==> src/rtl/register_nbit_shift.sv <==
`default_nettype none
// ============================================================================
//  Module   : register_nbit_shift
//  Purpose  : WIDTH-bit register that can be parallel-loaded or shifted by a
//             multi-cycle amount (logical left, logical right, rotate right),
//             one bit position per enabled clock edge. A three-state FSM
//             (IDLE / SHIFT / DONE) sequences each operation.
//  Revision : 1.0 - initial release
// ----------------------------------------------------------------------------
//  Ports
//    clk     in   1      rising-edge clock
//    reset   in   1      asynchronous active-low reset
//    en      in   1      global enable; 0 freezes all state
//    start   in   1      request a new operation (sampled in IDLE only)
//    op      in   2      00 LOAD, 01 SLL, 10 SRL, 11 ROR
//    amount  in   AMT_W  shift count, captured with start
//    din     in   WIDTH  parallel load data
//    sin     in   1      serial fill bit for SLL/SRL
//    abort   in   1      (REG_SHIFT_ABORT_EN only) cancel a running shift
//    dout    out  WIDTH  register contents
//    sout    out  1      bit most recently shifted out
//    busy    out  1      high while shifting
//    done    out  1      one-cycle completion pulse
//  Configuration macro
//    REG_SHIFT_ABORT_EN  adds the abort input
// ============================================================================
module register_nbit_shift #(
  parameter  int WIDTH = 8,
  localparam int AMT_W = $clog2(WIDTH)
) (
  input  logic             clk,
  input  logic             reset,
  input  logic             en,
  input  logic             start,
  input  logic [1:0]       op,
  input  logic [AMT_W-1:0] amount,
  input  logic [WIDTH-1:0] din,
  input  logic             sin,
`ifdef REG_SHIFT_ABORT_EN
  input  logic             abort,
`endif
  output logic [WIDTH-1:0] dout,
  output logic             sout,
  output logic             busy,
  output logic             done
);

  localparam logic [1:0] OP_LOAD = 2'b00;
  localparam logic [1:0] OP_SLL  = 2'b01;
  localparam logic [1:0] OP_SRL  = 2'b10;
  localparam logic [1:0] OP_ROR  = 2'b11;

  typedef enum logic [1:0] {
    S_IDLE  = 2'd0,
    S_SHIFT = 2'd1,
    S_DONE  = 2'd2
  } state_t;

  state_t             state, state_nx;
  logic [AMT_W-1:0]   count, count_nx;
  logic [1:0]         op_q, op_nx;
  logic [WIDTH-1:0]   dout_nx;
  logic               sout_nx;
  logic [WIDTH-1:0]   shift_dout;
  logic               shift_sout;

  // Single-position shift of the current contents using the latched op.
  always_comb begin
    shift_dout = dout;
    shift_sout = sout;
    case (op_q)
      OP_SLL: begin
        shift_dout = {dout[WIDTH-2:0], sin};
        shift_sout = dout[WIDTH-1];
      end
      OP_SRL: begin
        shift_dout = {sin, dout[WIDTH-1:1]};
        shift_sout = dout[0];
      end
      OP_ROR: begin
        shift_dout = {dout[0], dout[WIDTH-1:1]};
        shift_sout = dout[0];
      end
      default: begin
        shift_dout = dout;
        shift_sout = sout;
      end
    endcase
  end

  always_comb begin
    state_nx = state;
    count_nx = count;
    op_nx    = op_q;
    dout_nx  = dout;
    sout_nx  = sout;
    case (state)
      S_IDLE: begin
        if (start) begin
          if (op == OP_LOAD) begin
            dout_nx  = din;
            state_nx = S_DONE;
          end else if (amount == '0) begin
            state_nx = S_DONE;
          end else begin
            // Accept edge only latches the request; shifting starts next edge.
            count_nx = amount;
            op_nx    = op;
            state_nx = S_SHIFT;
          end
        end
      end
      S_SHIFT: begin
`ifdef REG_SHIFT_ABORT_EN
        if (abort) begin
          state_nx = S_IDLE;
        end else
`endif
        begin
          dout_nx  = shift_dout;
          sout_nx  = shift_sout;
          count_nx = count - AMT_W'(1);
          if (count == AMT_W'(1)) begin
            state_nx = S_DONE;
          end
        end
      end
      S_DONE: begin
        state_nx = S_IDLE;
      end
      default: begin
        state_nx = S_IDLE;
      end
    endcase
  end

  always_ff @(posedge clk or negedge reset) begin
    if (!reset) begin
      state <= S_IDLE;
      count <= '0;
      op_q  <= OP_LOAD;
      dout  <= '0;
      sout  <= 1'b0;
    end else if (en) begin
      state <= state_nx;
      count <= count_nx;
      op_q  <= op_nx;
      dout  <= dout_nx;
      sout  <= sout_nx;
    end
  end

  // Decoded straight from the state register, so both are glitch-free
  // registered outputs and freeze together with the FSM when en=0.
  assign busy = (state == S_SHIFT);
  assign done = (state == S_DONE);

endmodule
`default_nettype wire
==> config.mk <==
export PLATFORM = sky130hd
export DESIGN_NAME = register_nbit_shift
export DESIGN_NICKNAME = d
export VERILOG_FILES = /design/src/rtl/register_nbit_shift.sv
export SDC_FILE = /design/constraint.sdc
export NUM_CORES = 1
export LEC_CHECK = 0
export CORE_ASPECT_RATIO = 0.7
export CORE_MARGIN = 2
export CORE_UTILIZATION = 35
export CTS_CLUSTER_SIZE = 24
export DETAILED_ROUTE_END_ITERATION = 8
export GPL_TIMING_DRIVEN = 0
export PLACE_DENSITY = 0.7
export SYNTH_ARGS = -nofsm -noshare
export SYNTH_HDL_FRONTEND = slang
export SYNTH_SLANG_ARGS = --single-unit
==> constraint.sdc <==
create_clock -name clk -period 1.9 [get_ports clk]
set_clock_uncertainty 0.05 [all_clocks]
set_input_delay 0.19 -clock clk [delete_from_list [all_inputs] [get_ports clk]]
set_output_delay 0.19 -clock clk [all_outputs]
set_load 0.03 [all_outputs]
==> impl_results.md, run 1 <==
- Outcome: complete, no violations
- Final Hold Fails: 0
- Synthesized flop and latch total: 16
- Die Y: ~50 um
- GRT Total Usage: approximately 15%
- FF-to-FF Start: state[0]
- Reg2Reg Setup Slack: 60 ps
- Setup WS post-layout: 63.0 ps
- RSZ-0062 raised after global routing: no
- Comb pwr share: 59.8%
- Setup TNS: 0 ps
- Synth warn: 0
- Row count: 16
- Final min period: 1840 ps
- Async set-reset flop share out of synthesis: 100%
- Violation count after the first detailed-route iteration: 56
- Worst path required time: 1980 ps
- HPWL after DPL: 1880 um
- Clock latency on the worst-skew pair: 250 ps
- Yosys cell types: 31
- Power Density: 1720 mW/mm2
- DR vias/cell: approximately 5.4
- DRC: 0
- Initial core utilization: between 30% and 40%
- CTS HTree Levels: 1
- Crit Path Category: reg -> reg
- DR pass1 iterations: 4
- Sequential-to-total area share from yosys stat: 38.2%
- Top-count cell post-synth: mux2_2
- Vias: 895
- Placed insts: roughly 160
- Synth top area share: 38.2%
- Dpl cell area: 0.00137 mm2
- Final Power: 2.50 mW
- R2R cell count: 4
- ANT cells: 0
- Pre-CTS WS: -244 ps
- CTS Hold Bufs: 0
- Int Pwr: 1.51 mW
- Initial antenna violation count: 0
- Drt total wl: 2440 um
- Leak: 0.601 nW
- Gr ovfl total: 0
- # setup viols final: 0
- Layout cells sized above 1: roughly 30%
- Area occupied by multi-input gates: 609 um2
- Main synth FF type: dfrtp_1
- Routed wire length per instance: 14.8 um
- Hold Crit Class: in -> async
- Max Freq: 0.544 GHz
- Rel. slew slack: 51.4%
- Worst reg2reg path endpoint: dout[2]
- Reg clk slew, reported paths: 70 ps
- Reg area: 403 um2
- Final instance area: 0.00145 mm2
- Fillcell total: 260
- Hold Slack: around 320 ps
- Cell Area, Synth: 0.00105 mm2
- Global-route wire length before repair: approximately 4100 um
- Final ANT Viol Nets: 0
- CTS Buf Count: 3
- Switching share of total power: about two fifths
- Crit path DAT: 1920 ps
- Largest net degree at the start of global routing: 17
- Buffers added on ports: 28
- Register share of total power: 28.2%
- Area Overhead vs Synth: 38.5%
- Floorplan core area: 0.00282 mm2
- Die Wd: 69.4 um
- Final core occ: 51.5%
- CP endpoint kind: flip-flop
- Worst IR Drop VDD: 0.509 mV
- Layout Nets: 150
- Commonest cells post-synth: 24 x mux2_2, 16 x dfrtp_1, 6 x inv_1
- CTS sink count: 16
- Area leader, netlist: dfrtp_1
- Final count of pins violating max slew: 0
- Die ar.: 0.00346 mm2
- Number of global-route vias before repair: 911
- GP Congestion: 0.856
- Final period utilization: 96.7%
- CP Launch Type: flip-flop
- CTS tree: yes
- Max Cap Violations: 0
- IO Count: 29
- Synth Instances: 95
- CP max FO: 8
- Post-route insts no fill: 165
- Actual slew at the worst max-slew pin: between 700 and 800 ps
- Mean Syn Cell Area: 11.0 um2
- Post-synth EDFFs: 0
- Clock root cell: clkbuf_8
- Clock share of power: 12.0%
- Synthesized net count: 115
- Clock Tree Buf Depth: 2
- Sw power: 0.998 mW
- Synth area leaders: dfrtp_1 38%, mux2_2 26%, o211ai_1 3.6%
## power by group through the flow
| stage | registers (mW) | logic (mW) | clock network (mW) |
|---|---|---|---|
| floorplan | 0.843 | 0.874 | 0 |
| global placement | 0.700 | 1.44 | 0 |
| finish | 0.706 | 1.50 | 0.300 |
| CTS | 0.710 | 1.50 | 0.310 |
| global route | 0.748 | 1.62 | 0.327 |
| detailed placement | 0.715 | 1.47 | 0 |
## logic make-up (layout without fill, tap and decap cells)
logic type	after synthesis	in the layout	share of synthesized area, %
flip-flops	16	16	38.2
AND/OR/NAND/NOR	21	21	12.4
buffers and inverters	10	44	3.70
adder cells (fa/ha/maj)	2	2	2.39
AO/OA/AOI/OAI	19	19	14.7
multiplexers	27	27	28.6
## cells in the final DEF (no fill, tap or decap), types with 2 or more instances in the layout
| master | count |
|---|---|
| clkbuf_8 | 4 |
| nor2_1 | 3 |
| clkbuf_2 | 3 |
| nand3b_1 | 2 |
| inv_1 | 6 |
| o211ai_1 | 5 |
| nand2_1 | 2 |
| ha_1 | 2 |
| o21ai_0 | 3 |
| dfrtp_1 | 14 |
| nand2b_1 | 4 |
| clkdlybuf4s50_1 | 26 |
| mux2i_1 | 3 |
| dfrtp_2 | 2 |
| nor2b_1 | 3 |
| buf_4 | 3 |
| mux2_2 | 24 |
| nand4_1 | 2 |
## critical path, cell delays in order (launching register included)
cell,delay (ps)
dfrtp_2,460
or3_1,430
a211oi_4,260
buf_4,190
mux2_2,330
## timing repair
| action | 4_1_cts | 5_1_grt |
|---|---|---|
| pin swaps | 1 | 0 |
| gates resized for setup | 8 | 3 |
| setup endpoints to repair | 10 | 6 |
| buffers inserted | 2 | 0 |
## per-layer routing
layer  share of wire [%]  vias to the layer above  global-route usage (%)  wire length [um]
met2                  50                       14                    27.1              1220
met1                  46                      452                    18.0              1130
met4                0.86                        0                    3.92                21
li1                    -                      427                       -                 -
met5                   0                        -                       0                 0
met3                 2.7                        2                    3.89                66
## registers in the layout (all words and copies together) (netlist names)
| name | count |
|---|---|
| dout | 8 |
| count | 3 |
| op_q | 2 |
| state | 2 |
| sout | 1 |
## cell type report
class                   instances  area share [%]
inverters                       6            1.55
flip-flops and latches         16            27.7
well taps                      36            3.10
repair buffers                 30            20.3
plain buffers                   4            1.55
multi-input cells              69            41.9
clock buffers                   4            3.79
## worst max-delay path by stage
stage,start,endpoint,slack [ps]
floorplan,state[1],dout[0],90
global placement,op[1],dout[2],-230
detailed placement,op[1],dout[5],-240
CTS,op_q[1],dout[5],40
global route,state[0],dout[2],10
finish,state[0],dout[2],60
Note: power is estimated with default switching activity, not from simulation.
==> inputs of run 2 (changes only) <==
- CAP_MARGIN: not set -> 40
- SLEW_MARGIN: not set -> 15
==> results of run 2 <==
Final layout, timing and power as in run 1 (identical DEF).
==> inputs of run 3 (changes only) <==
- CAP_MARGIN: 40 -> 15
- PLACE_DENSITY: 0.7 -> 0.65
==> run 3 against run 2 <==
Utilization down 0.27 points. Via count decreased by 0.56%. Highest routed layer unchanged. Worst hold slack better by 20 ps. Cell count did not move. Flip-flop and latch count did not move. Routed wire length is 3.7% higher. Non-clock buffer count grew 1.
==> impl_results.md, run 3 (synthesis results as in run 1) <==
- HPWL after DPL: 1920 um
- Routed wire length per instance: ~15 um
- Hold Crit Class: in -> async
- Max FFs per register: 8
- Final period utilization: between 90% and 100%
- Die Wd: ~69 um
- Worst reg2reg path endpoint: dout[5]
- Actual slew at the worst max-slew pin: 747 ps
- Worst IR Drop VDD: 0.676 mV
- Final count of pins violating max slew: 0
- Layout Nets: 151
- Die Y: 49.8 um
- CP endpoint kind: flip-flop
- Layer with the highest usage: met2
- IO Count: 29
- Gr ovfl total: 0
- Biggest regs: dout (8), count (3)
- CTS sink count: 16
- Largest net degree at the start of global routing: 17
- Max Freq: around 0.55 GHz
- Worst path required time: 1980 ps
- Slowest CP cell: dfrtp_2
- CTS tree: yes
- Clock Tree Buf Depth: 2
- Die ar.: 0.00346 mm2
- GRT Total Usage: 15.7%
- Violation count after the first detailed-route iteration: 36
- Max Cap Violations: 0
- Drt total wl: 2530 um
- Crit path max-delay family: flip-flops
- Power Density: 1720 mW/mm2
- GR Util met2: 24.5%
- # setup viols final: 0
- Number of global-route vias before repair: 861
- Reg with most FFs: dout
- CTS Buf Count: 3
- Final Hold Fails: 0
- Leak: 0.595 nW
- Reg clk slew, reported paths: approximately 60 ps
- Crit-path max cell delay: around 440 ps
- Layout cells sized above 1: 28.7%
- Fillcell total: about 270
- Reg2Reg Setup Slack: 90 ps
- Commonest cells after routing, fill and taps aside: 26 x clkdlybuf4s50_1, 24 x mux2_2, 14 x dfrtp_1, 6 x inv_1, 5 x o211ai_1
- Met3 GRT Util: 3.68%
- Global-route wire length before repair: 4300 um
- R2R cell count: 4
- Clock root cell: clkbuf_8
- Worst path bufs/invs: 1
- Outcome: complete, no violations
- DR vias/cell: approximately 5.4
- Row count: 16
- CP Launch Type: flip-flop
- Rel. slew slack: about 50%
- Final min period: ~1800 ps
- CTS HTree Levels: 1
- Area Overhead vs Synth: 37.8%
- Final ANT Viol Nets: 0
- Buffers added on ports: 28
- Final Power: ~2.5 mW
- DR pass1 iterations: 4
- Crit path DAT: between 1500 and 2000 ps
- GP Congestion: 0.844
- Grt met1 use: 21.9%
- Pre-CTS WS: -235 ps
- Initial core utilization: a little under two fifths
- Final core occ: 51.2%
- Clock latency on the worst-skew pair: 240 ps
- FF-to-FF Start: state[0]
- Floorplan core area: roughly 0.0028 mm2
- Vias: 890
- Crit Path Category: reg -> reg
- Setup WS post-layout: 87.2 ps
- RSZ-0062 raised after global routing: no
- DRC: 0
- CP max FO: 7
- ANT cells: 0
- Initial antenna violation count: 0
- CTS Hold Bufs: 0
- Crit-path cells: or3_1 > a211oi_4 > buf_4 > mux2_2
- Most common cell after layout, fill and taps aside: clkdlybuf4s50_1
## run 3: cell count changes in the layout (fill, tap and decap cells not counted)
cell and delta:
clkbuf_8 -1, clkbuf_1 +1, clkbuf_2 -1, buf_4 +1
## run 3: through the flow
step	instance area [um2]	setup TNS (ps)	hold WS, ps	cells
after floorplan	1050	0	-156	95
after global placement	1370	-1960	501	159
after detailed placement	1370	-2080	507	159
after CTS	1440	0	363	164
after global routing	1450	0	392	165
final	1450	0	340	165
## run 3: worst max path at each step
stage | endpoint | slack (ps) | startpoint | depth (start not counted)
global placement | dout[2] | -220 | op[1] | 4
floorplan | dout[0] | 90 | state[1] | 5
CTS | dout[5] | 70 | state[0] | 4
global route | busy | 7 | state[1] | 4
finish | dout[5] | 90 | state[0] | 4
detailed placement | dout[2] | -240 | op[1] | 4
## run 3: area by class of cell
class                   instances  area (um2)  share of cell area (%)
clock buffers                   3        41.3                    2.86
repair buffers                 31         303                    21.0
inverters                       6        22.5                    1.56
multi-input cells              69         609                    42.2
plain buffers                   4        21.3                    1.47
flip-flops and latches         16         403                    27.9
well taps                      36        45.0                    3.12
## run 3: timing repair
action                                  in CTS  in global routing
endpoints found under the setup margin      10                  9
buffers inserted                             2                  1
resized for setup                            7                  2
pin swaps                                    1                  0
## run 3: per-layer routing
metal | share of wire [%] | up-vias
met5 | 0 | -
met2 | 47 | 29
met1 | 46 | 429
met4 | 0.83 | 0
met3 | 6.0 | 2
li1 | - | 430
## run 3: power by group
group	switching [mW]	internal, mW
Clock	0.105	0.140
Sequential	0.188	0.517
Combinational	0.718	0.814
Total	1.01	1.47
